## config.mk

```make
export PLATFORM = sky130hd
export DESIGN_NAME = fp_div_issue_flat
export DESIGN_NICKNAME = d
export VERILOG_FILES = /design/src/rtl/fp_div_pkg.sv /design/src/rtl/fp_div_issue_if.sv /design/src/rtl/fp_classify.sv /design/src/rtl/fp_div_issue.sv /design/src/flat_wrapper.sv
export SDC_FILE = /design/constraint.sdc
export NUM_CORES = 1
export LEC_CHECK = 0
export ABC_AREA = 0
export CAP_MARGIN = 20
export CELL_PAD_IN_SITES_DETAIL_PLACEMENT = 0
export CELL_PAD_IN_SITES_GLOBAL_PLACEMENT = 1
export CORE_ASPECT_RATIO = 0.7
export CORE_MARGIN = 4
export CORE_UTILIZATION = 35
export DETAILED_ROUTE_END_ITERATION = 16
export PLACE_DENSITY = 0.91
export SKIP_LAST_GASP = 1
export SLEW_MARGIN = 10
export SYNTH_ARGS = -nofsm -noshare
export SYNTH_HDL_FRONTEND = slang
export SYNTH_SLANG_ARGS = --single-unit
```

## constraint.sdc

```tcl
create_clock -name clk -period 2 [get_ports clk]
set_input_delay 0.3 -clock clk [delete_from_list [all_inputs] [get_ports clk]]
set_output_delay 0.3 -clock clk [all_outputs]
set_load 0.01 [all_outputs]
```

## src/rtl/fp_div_pkg.sv

```systemverilog
// Shared binary32 field layout, special constants and state/class encodings
// for the divider issue stage.
package fp_div_pkg;

    localparam int SIGN_BIT = 31;
    localparam int EXP_MSB  = 30;
    localparam int EXP_LSB  = 23;
    localparam int FRAC_MSB = 22;
    localparam int FRAC_LSB = 0;

    localparam logic [31:0] QNAN = 32'h7FC0_0000;
    localparam logic [31:0] INF  = 32'h7F80_0000;
    localparam int          BIAS = 127;

    typedef enum logic [1:0] {
        IDLE,
        WAIT,
        DONE
    } state_t;

    typedef enum logic [1:0] {
        CLS_ZERO,
        CLS_NORMAL,
        CLS_INF,
        CLS_NAN
    } op_class_t;

endpackage

```

## src/rtl/fp_div_issue_if.sv

```systemverilog
// Operand/result handshake plus the divider-facing operand and result buses.
interface fp_div_issue_if #(
    parameter int XLEN = 32
);
    logic            in_valid;
    logic            in_ready;
    logic [XLEN-1:0] in_a;
    logic [XLEN-1:0] in_b;
    logic            out_valid;
    logic            out_ready;
    logic [XLEN-1:0] out_result;
    logic            out_overflow;
    logic            out_underflow;
    logic            out_exception;
    logic [XLEN-1:0] div_a;
    logic [XLEN-1:0] div_b;
    logic [XLEN-1:0] div_result;

    modport slave (
        input  in_valid, in_a, in_b, out_ready, div_result,
        output in_ready, out_valid, out_result, out_overflow, out_underflow,
               out_exception, div_a, div_b
    );

    modport master (
        output in_valid, in_a, in_b, out_ready,
        input  in_ready, out_valid, out_result, out_overflow, out_underflow,
               out_exception, div_a, div_b, div_result
    );
endinterface

```

## src/rtl/fp_classify.sv

```systemverilog
// Splits a binary32 operand into fields and classifies it; denormals
// are reported as zero.
module fp_classify
    import fp_div_pkg::*;
#(
    parameter int XLEN = 32
) (
    input  logic [XLEN-1:0] op,
    output op_class_t       cls,
    output logic            sign,
    output logic [7:0]      expo,
    output logic [22:0]     frac
);

    always_comb begin
        sign = op[SIGN_BIT];
        expo = op[EXP_MSB:EXP_LSB];
        frac = op[FRAC_MSB:FRAC_LSB];
        if (expo == 8'hFF) begin
            cls = (frac != 23'd0) ? CLS_NAN : CLS_INF;
        end else if (expo == 8'h00) begin
            cls = CLS_ZERO;
        end else begin
            cls = CLS_NORMAL;
        end
    end

endmodule

```

## src/rtl/fp_div_issue.sv

```systemverilog
// Issue and special-case stage in front of FloatingDivision: resolves
// IEEE special cases locally and sequences normal pairs through the divider.
module fp_div_issue
    import fp_div_pkg::*;
#(
    parameter int XLEN        = 32,
    parameter int DIV_LATENCY = 4
) (
    input logic           clk,
    input logic           rst_n,
    fp_div_issue_if.slave bus
);

    localparam int CW = $clog2(DIV_LATENCY + 1);

    op_class_t   cls_a;
    op_class_t   cls_b;
    logic        sa;
    logic        sb;
    logic [7:0]  ea;
    logic [7:0]  eb;
    logic [22:0] fa;
    logic [22:0] fb;

    fp_classify #(.XLEN(XLEN)) u_class_a (
        .op   (bus.in_a),
        .cls  (cls_a),
        .sign (sa),
        .expo (ea),
        .frac (fa)
    );

    fp_classify #(.XLEN(XLEN)) u_class_b (
        .op   (bus.in_b),
        .cls  (cls_b),
        .sign (sb),
        .expo (eb),
        .frac (fb)
    );

    state_t          state;
    logic [CW-1:0]   cnt;
    logic [XLEN-1:0] res_q;
    logic            ov_q;
    logic            un_q;
    logic            exc_q;
    logic [XLEN-1:0] div_a_q;
    logic [XLEN-1:0] div_b_q;

    logic            bypass;
    logic [XLEN-1:0] byp_result;
    logic            byp_ov;
    logic            byp_un;
    logic            byp_exc;
    logic            sign;
    logic signed [9:0] e_raw;

    // Special-case resolver; the first matching rule wins.
    always_comb begin
        sign       = sa ^ sb;
        e_raw      = $signed({2'b00, ea}) - $signed({2'b00, eb}) + $signed(10'(BIAS));
        bypass     = 1'b1;
        byp_result = '0;
        byp_ov     = 1'b0;
        byp_un     = 1'b0;
        byp_exc    = 1'b0;
        if (cls_a == CLS_NAN || cls_b == CLS_NAN ||
            (cls_a == CLS_ZERO && cls_b == CLS_ZERO) ||
            (cls_a == CLS_INF && cls_b == CLS_INF)) begin
            byp_result = QNAN;
            byp_exc    = 1'b1;
        end else if (cls_a == CLS_NORMAL && cls_b == CLS_ZERO) begin
            byp_result = INF | {sign, 31'd0};
            byp_exc    = 1'b1;
        end else if (cls_a == CLS_INF) begin
            byp_result = INF | {sign, 31'd0};
        end else if (cls_a == CLS_ZERO || cls_b == CLS_INF) begin
            byp_result = {sign, 31'd0};
        end else if (e_raw > 10'sd255 || (e_raw == 10'sd255 && fa >= fb)) begin
            byp_result = INF | {sign, 31'd0};
            byp_ov     = 1'b1;
        end else if (e_raw < 10'sd1 || (e_raw == 10'sd1 && fa < fb)) begin
            byp_result = {sign, 31'd0};
            byp_un     = 1'b1;
        end else begin
            bypass = 1'b0;
        end
    end

    always_ff @(posedge clk or negedge rst_n) begin
        if (!rst_n) begin
            state   <= IDLE;
            cnt     <= '0;
            res_q   <= '0;
            ov_q    <= 1'b0;
            un_q    <= 1'b0;
            exc_q   <= 1'b0;
            div_a_q <= '0;
            div_b_q <= '0;
        end else begin
            case (state)
                IDLE: begin
                    if (bus.in_valid) begin
                        if (bypass) begin
                            res_q <= byp_result;
                            ov_q  <= byp_ov;
                            un_q  <= byp_un;
                            exc_q <= byp_exc;
                            state <= DONE;
                        end else begin
                            div_a_q <= bus.in_a;
                            div_b_q <= bus.in_b;
                            cnt     <= CW'(DIV_LATENCY);
                            state   <= WAIT;
                        end
                    end
                end
                WAIT: begin
                    if (cnt == CW'(1)) begin
                        res_q <= bus.div_result;
                        ov_q  <= 1'b0;
                        un_q  <= 1'b0;
                        exc_q <= 1'b0;
                        cnt   <= '0;
                        state <= DONE;
                    end else begin
                        cnt <= cnt - CW'(1);
                    end
                end
                DONE: begin
                    if (bus.out_ready) begin
                        state <= IDLE;
                    end
                end
                default: state <= IDLE;
            endcase
        end
    end

    assign bus.in_ready      = (state == IDLE);
    assign bus.out_valid     = (state == DONE);
    assign bus.out_result    = res_q;
    assign bus.out_overflow  = ov_q;
    assign bus.out_underflow = un_q;
    assign bus.out_exception = exc_q;
    assign bus.div_a         = div_a_q;
    assign bus.div_b         = div_b_q;

endmodule

```

## src/flat_wrapper.sv

```systemverilog
// flat-port wrapper written by rule: the top's interface ports become plain ports
module fp_div_issue_flat import fp_div_pkg::*;
#(
    parameter int XLEN        = 32,
    parameter int DIV_LATENCY = 4
)
  (clk, rst_n, bus_in_valid, bus_in_a, bus_in_b, bus_out_ready, bus_div_result, bus_in_ready, bus_out_valid, bus_out_result, bus_out_overflow, bus_out_underflow, bus_out_exception, bus_div_a, bus_div_b);
  fp_div_issue_if #(.XLEN(XLEN)) bus_i ();
  input logic clk;
  input logic rst_n;
  input wire logic [$bits(bus_i.in_valid)-1:0] bus_in_valid;
  input wire logic [$bits(bus_i.in_a)-1:0] bus_in_a;
  input wire logic [$bits(bus_i.in_b)-1:0] bus_in_b;
  input wire logic [$bits(bus_i.out_ready)-1:0] bus_out_ready;
  input wire logic [$bits(bus_i.div_result)-1:0] bus_div_result;
  output wire logic [$bits(bus_i.in_ready)-1:0] bus_in_ready;
  output wire logic [$bits(bus_i.out_valid)-1:0] bus_out_valid;
  output wire logic [$bits(bus_i.out_result)-1:0] bus_out_result;
  output wire logic [$bits(bus_i.out_overflow)-1:0] bus_out_overflow;
  output wire logic [$bits(bus_i.out_underflow)-1:0] bus_out_underflow;
  output wire logic [$bits(bus_i.out_exception)-1:0] bus_out_exception;
  output wire logic [$bits(bus_i.div_a)-1:0] bus_div_a;
  output wire logic [$bits(bus_i.div_b)-1:0] bus_div_b;
  assign bus_i.in_valid = bus_in_valid;
  assign bus_i.in_a = bus_in_a;
  assign bus_i.in_b = bus_in_b;
  assign bus_i.out_ready = bus_out_ready;
  assign bus_i.div_result = bus_div_result;
  assign bus_in_ready = bus_i.in_ready;
  assign bus_out_valid = bus_i.out_valid;
  assign bus_out_result = bus_i.out_result;
  assign bus_out_overflow = bus_i.out_overflow;
  assign bus_out_underflow = bus_i.out_underflow;
  assign bus_out_exception = bus_i.out_exception;
  assign bus_div_a = bus_i.div_a;
  assign bus_div_b = bus_i.div_b;
  fp_div_issue #(.XLEN(XLEN), .DIV_LATENCY(DIV_LATENCY)) u_core (.clk(clk), .rst_n(rst_n), .bus(bus_i));
endmodule
```

==> impl_metrics.json, run 1 <==
{
  "status": "finished, violations left",
  "violations": "setup timing",
  "crit_fanout": 7,
  "hold_class": "in2reg",
  "worst_slack_ps": -1160,
  "period_minus_slack_ps": 3160,
  "netlist_area_sq_um": 5570,
  "synthTopCellsByArea": "dfrtp_1 (47%), mux2_4 (13%), ha_1 (7.4%)",
  "drc": 0,
  "grtUsageMet2_pct": 34.5,
  "grt_max_degree": 67,
  "ctsRootBufferMaster": "clkbuf_16",
  "setup_viol": 104,
  "fin_crit_sh_pct": 158,
  "crit_path_end_kind": "flip-flop",
  "portBuffers": 200,
  "hold_viol_final": 0,
  "areaGrowthSynthToFinish_pct": 74.6,
  "clk-insertion-delay-late_ps": 350,
  "max_slew_margin_pct": 69.3,
  "setup-tns-final_ps": -113390,
  "start_kind": "input port",
  "fp-row-count": 38,
  "cts_htree_levels": 3,
  "vias": 5129,
  "grt_use_met1_pct": 29.5,
  "tightest_slew_ps": 456,
  "grtUsageMet3_pct": 4.77,
  "vdd_ir_drop_max_uv": 626,
  "busiest_layer": "met2",
  "die_h_um": 114,
  "timing.fmax_ghz": 0.316,
  "clk_pin_slew_ps": 70,
  "yosysWarnings": 0,
  "yosys.area.top_type": "dfrtp_1",
  "ios": 201,
  "powerDensity_nw_per_um2": 1270,
  "synth-async-reset-ratio_pct": 100,
  "yosysSeqAreaShare_pct": 46.7,
  "synth_seq_cells": 104,
  "grt_pass1_wl_mm": 30.7,
  "synthFlopType": "dfrtp_1",
  "dr.pass1.iters": 6,
  "maxCapViolCount": 0,
  "cp.required_ps": 2230,
  "drt_iter0_drc": 329,
  "syn_nets": 594,
  "clkSinkCount": 104,
  "core_sq_um": 15500,
  "place_hpwl_mm": 14.0,
  "fin_skew_ps": 4.26,
  "grt_antenna_before_repair": 0,
  "drive_above_1_share_pct": 37.0,
  "synth.top_cell.area_share_pct": 46.7,
  "yosysMostFrequentCell": "dfrtp_1",
  "wl_per_cell_um": 19.6,
  "ant_nets": 0,
  "synth_cell_types": 58,
  "die_w_um": 159,
  "syn_inst": 460,
  "path_class": "in2reg",
  "cts_tree": "done",
  "ys_top_cells_by_count": "dfrtp_1 (104), inv_1 (49), mux2_4 (49)",
  "dp_slack_ps": -2070,
  "grt_usage_pct": 21.3,
  "diodes": 0,
  "via_per_inst": 5.14,
  "clk_path_buf_depth": 2,
  "fill_cells": 1175,
  "die_area_sq_um": 18000,
  "synth_edf_count": 0,
  "routed_wl_mm": 19.6,
  "numCtsBuffers": 9,
  "synth.avg_cell_area_sq_um": 12.1,
  "overflow": 0,
  "worstPathArrival_ps": 3390,
  "rsz0062_at_grt": "yes",
  "slew_violations": 0,
  "grt_pass1_vias": 5565,
  "final_nets": 929,
  "gp_congestion": 0.939,
  "p_leak_nw": 4.45,
  "initial_core_util_pct": 35.8
}
layer usage:
| layer | vias up | routed length, um |
|---|---|---|
| met1 | 2586 | 9100 |
| met3 | 26 | 902 |
| met4 | 0 | 254 |
| met5 | - | 0 |
| li1 | 2351 | - |
| met2 | 166 | 9300 |
kinds of logic (layout without fill, tap and decap cells):
logic type / after synthesis / in the layout / share of synthesized area (%)
adders and majority gates: 34 / 34 / 7.77
AOI/OAI and AO/OA: 87 / 87 / 12.0
buffers and inverters: 62 / 399 / 6.15
DFF: 104 / 104 / 46.7
xor gates and xnor gates: 4 / 4 / 0.629
muxes: 64 / 64 / 16.2
and+or+nand+nor: 105 / 105 / 10.5
sequential cells by signal, indices dropped and copies added (netlist names):
| register | flops |
|---|---|
| u_core.bus.div_a | 32 |
| u_core.bus.div_b | 32 |
| u_core.bus.out_result | 32 |
| u_core.cnt | 3 |
| u_core.state | 2 |
| u_core.bus.out_exception | 1 |
| u_core.bus.out_overflow | 1 |
| u_core.bus.out_underflow | 1 |
layout make-up:
type	instances	area (sq um)	share of cell area (%)
clock buffers	10	239	2.46
well taps	200	250	2.57
multi-input cells	294	3120	32.0
clock inverters	3	43.8	0.450
inverters	49	196	2.02
flip-flops and latches	104	2600	26.8
repair buffers	337	3280	33.7
power by group:
| part | internal, mW | switching [mW] |
|---|---|---|
| Sequential | 3.15 | 0.685 |
| Combinational | 4.18 | 2.57 |
| Clock | 0.987 | 0.771 |
cell usage in the layout, fill, tap and decap left out, types with 6 or more instances in the layout:
cell and n:
nor2_1 10, nor4_1 14, inv_1 35, clkdlybuf4s50_1 160, nand2_1 32, buf_12 10, clkbuf_16 10, nor3_1 7
buf_6 12, a22oi_2 7, ha_1 17, nand4_1 12, a22o_1 23, dfrtp_1 104, inv_2 13, dlymetal6s2s_1 10
buf_4 109, mux2_4 64, a21oi_2 6, dlygate4sd2_1 26, ha_4 15
stage by stage:
| stage | util (%) | cell area [sq um] | hold slack (ps) | std cells | total power, mW |
|---|---|---|---|---|---|
| after CTS | 62.4 | 9710 | 388 | 1004 | 12.4 |
| after detailed placement | 55.3 | 8590 | 220 | 958 | 9.66 |
| after floorplan | - | 5610 | 4.41 | 460 | 6.52 |
| after global routing | 62.6 | 9730 | 303 | 997 | 13.0 |
| final | 62.6 | 9730 | 293 | 997 | 12.4 |
| after global placement | 55.3 | 8590 | 217 | 958 | 9.49 |
final timing paths:
path	from	endpoint	slack, ps	cells past startpoint
min	bus_in_b[21]	u_core.bus.div_b[21]$_DFFE_PN0P_	290	2
max	bus_in_a[23]	u_core.bus.div_b[0]$_DFFE_PN0P_	-1160	16
max reg2reg	u_core.state[1]$_DFFE_PN0P_	u_core.bus.out_result[16]$_DFFE_PN0P_	270	7
max in group asynchronous	rst_n	u_core.bus.div_a[6]$_DFFE_PN0P_	930	3
min reg2reg	u_core.bus.out_result[17]$_DFFE_PN0P_	u_core.bus.out_result[17]$_DFFE_PN0P_	500	1
min in group asynchronous	rst_n	u_core.bus.out_result[22]$_DFFE_PN0P_	400	2
critical path, stage by stage:
cell     delay (ps)
buf_12          110
inv_12           40
ha_4            120
inv_2            40
fa_2            380
a21o_1          220
a21oi_2         230
xor2_2          230
nand4_4         120
or4_4           510
a21oi_4         190
nand3_4         100
nor2_4          160
buf_8           170
buf_12          150
mux2_4          300
repair_timing:
action	4_1_cts	5_1_grt
hold buffers	1	0
buffers inserted	24	9
endpoints found under the hold margin	19	0
setup endpoints to repair	105	104
cloned	9	1
gates resized for setup	114	59
pin swaps	34	33
Power figures use the tool's default switching activity.
==> inputs of run 2 (changes only) <==
--- a/config.mk
+++ b/config.mk
@@ -7,4 +7,5 @@
 export LEC_CHECK = 0
 export ABC_AREA = 0
+export ABC_CLOCK_PERIOD_IN_PS = 2000
 export CAP_MARGIN = 20
 export CELL_PAD_IN_SITES_DETAIL_PLACEMENT = 0
==> constraint.sdc (replaced) <==
create_clock -name clk -period 2 [get_ports clk]
set_input_delay 0.4 -clock clk [delete_from_list [all_inputs] [get_ports clk]]
set_output_delay 0.4 -clock clk [all_outputs]
set_load 0.01 [all_outputs]
==> run 2 against run 1 <==
Effect of this change:
- the flow still finishes with violations (setup timing)
- non-clock buffer count shrank 2
- total power grew 0.28%
- critical endpoint is now u_core.bus.out_result[26]$_DFFE_PN0P_
- design area is essentially flat
- combinational power shrank 1%
- sequential power is essentially flat
- wire length grew 0.31%
==> impl_metrics.json, run 2 (synthesized netlist as in run 1, its figures left out) <==
{
  "status": "finished, violations left",
  "violations": "setup timing",
  "clkSinkCount": 104,
  "placement.cell_area_sq_um": 8590,
  "grt_pass1_vias": 5498,
  "fill_cells": 1189,
  "crit_fanout": 5,
  "initial_core_util_pct": 35.8,
  "crit_path_end_kind": "flip-flop",
  "final_common_cell": "clkdlybuf4s50_1",
  "post-route-cell-area_sq_um": 9730,
  "holdWs_ps": 398,
  "grtUsageMet3_pct": 3.36,
  "numCtsBuffers": 9,
  "portBuffers": 200,
  "worstPathArrival_ps": 3460,
  "fin_crit_sh_pct": 162,
  "ant_nets": 0,
  "areaGrowthSynthToFinish_pct": 74.7,
  "worst_slack_ps": -1240,
  "grt_antenna_before_repair": 0,
  "hold_class": "in2reg",
  "maxCapViolCount": 0,
  "p_leak_nw": 4.50,
  "layout_common_cells": "clkdlybuf4s50_1 (159), buf_4 (107), dfrtp_1 (103), mux2_4 (60), inv_1 (37)",
  "slew_violations": 0,
  "tightest_slew_ps": 539,
  "period_minus_slack_ps": 3240,
  "clk_pin_slew_ps": 70,
  "cts_tree": "done",
  "grt_pass1_wl_mm": 29.9,
  "die_h_um": 114,
  "routed_wl_mm": 19.6,
  "clk-insertion-delay-late_ps": 350,
  "grt_use_met1_pct": 28.0,
  "cts_htree_levels": 3,
  "die_w_um": 159,
  "die_area_sq_um": 18000,
  "vias": 5084,
  "stdcell_count": 998,
  "hold_viol_final": 0,
  "overflow": 0,
  "drt_iter0_drc": 271,
  "place_hpwl_mm": 14.1,
  "powerDensity_nw_per_um2": 1270,
  "dr.pass1.iters": 4,
  "placed_cells": 957,
  "setup_viol": 104,
  "drc": 0,
  "grt_usage_pct": 20.6,
  "grt_max_degree": 63,
  "path_class": "in2reg",
  "vdd_ir_drop_max_uv": 532,
  "fin_skew_ps": 5.45,
  "p_total_mw": 12.4,
  "fp-row-count": 38,
  "ctsRootBufferMaster": "clkbuf_16",
  "busiest_layer": "met2",
  "wl_per_cell_um": 19.7,
  "start_kind": "input port",
  "cp.required_ps": 2220,
  "core_sq_um": 15500,
  "via_per_inst": 5.09,
  "gp_congestion": 0.907,
  "grtUsageMet2_pct": 35.2,
  "diodes": 0,
  "clk_path_buf_depth": 2,
  "final_nets": 927,
  "ios": 201,
  "timing.fmax_ghz": 0.309,
  "drive_above_1_share_pct": 35.7,
  "dp_slack_ps": -2220,
  "rsz0062_at_grt": "yes",
  "max_slew_margin_pct": 63.7
}
-- run 2: path summary, 6_finish.rpt --
path,startpoint,end,cells after the start,slack [ps]
setup / recovery,bus_in_b[23],u_core.bus.out_result[26]$_DFFE_PN0P_,17,-1240
hold / removal,bus_in_b[21],u_core.bus.div_b[21]$_DFFE_PN0P_,2,400
setup reg to reg,u_core.state[1]$_DFFE_PN0P_,u_core.bus.out_result[8]$_DFFE_PN0P_,8,190
hold reg to reg,u_core.bus.out_result[20]$_DFFE_PN0P_,u_core.bus.out_result[20]$_DFFE_PN0P_,1,500
max in group asynchronous,rst_n,u_core.bus.div_b[29]$_DFFE_PN0P_,3,880
min in group asynchronous,rst_n,u_core.state[1]$_DFFE_PN0P_,2,440
-- run 2: area by class of cell --
type / instances / area (sq um) / area share (%)
inverter: 49 / 199 / 2.04
multi-input combinational: 294 / 3040 / 31.2
tap: 200 / 250 / 2.57
sequential: 104 / 2600 / 26.8
clock buffer: 10 / 239 / 2.46
clock inverter: 6 / 73.8 / 0.758
timing repair buffer: 335 / 3330 / 34.2
-- run 2: per-stage QoR --
step	utilization (%)	TNS, ps
6_report	62.6	-124320
5_1_grt	62.6	-133580
3_3_place_gp	55.2	-219150
4_1_cts	60.6	-142310
2_1_floorplan	-	-124630
3_5_place_dp	55.2	-217260
-- run 2: critical path, stage by stage --
cell and delay [ps]:
buf_2 130, ha_4 150, inv_4 40, fa_2 370
a21o_1 220, a221oi_4 310, or2_4 180, nand4_4 80
or4_4 520, a21oi_4 180, buf_4 140, buf_6 110
a31oi_4 90, nor2_4 170, buf_12 150, clkbuf_16 140
a22oi_1 80
-- run 2: power by group --
part,internal (mW),total (mW),switching [mW]
clock,1.02,1.85,0.832
sequential,3.15,3.85,0.702
combinational,4.18,6.68,2.50
total,8.35,12.4,4.03
-- run 2: timing repair --
action,in CTS,in global routing
pin swaps,23,22
cloned,5,6
endpoints found under the setup margin,105,105
setup buffers,12,7
hold buffers,1,0
hold endpoints to repair,10,0
resized for setup,92,55
-- run 2: routing by layer --
| layer | routed length [um] | vias to the layer above | share of wire (%) |
|---|---|---|---|
| met5 | 0 | - | 0 |
| met4 | 228 | 0 | 1.2 |
| met3 | 797 | 19 | 4.1 |
| met2 | 9610 | 150 | 49 |
| met1 | 8980 | 2551 | 46 |
| li1 | - | 2364 | - |
==> inputs of run 3 (changes only) <==
- CTS_CLUSTER_SIZE: default -> 25
==> results of run 3 <==
Final layout, timing and power as in run 2 (identical DEF).
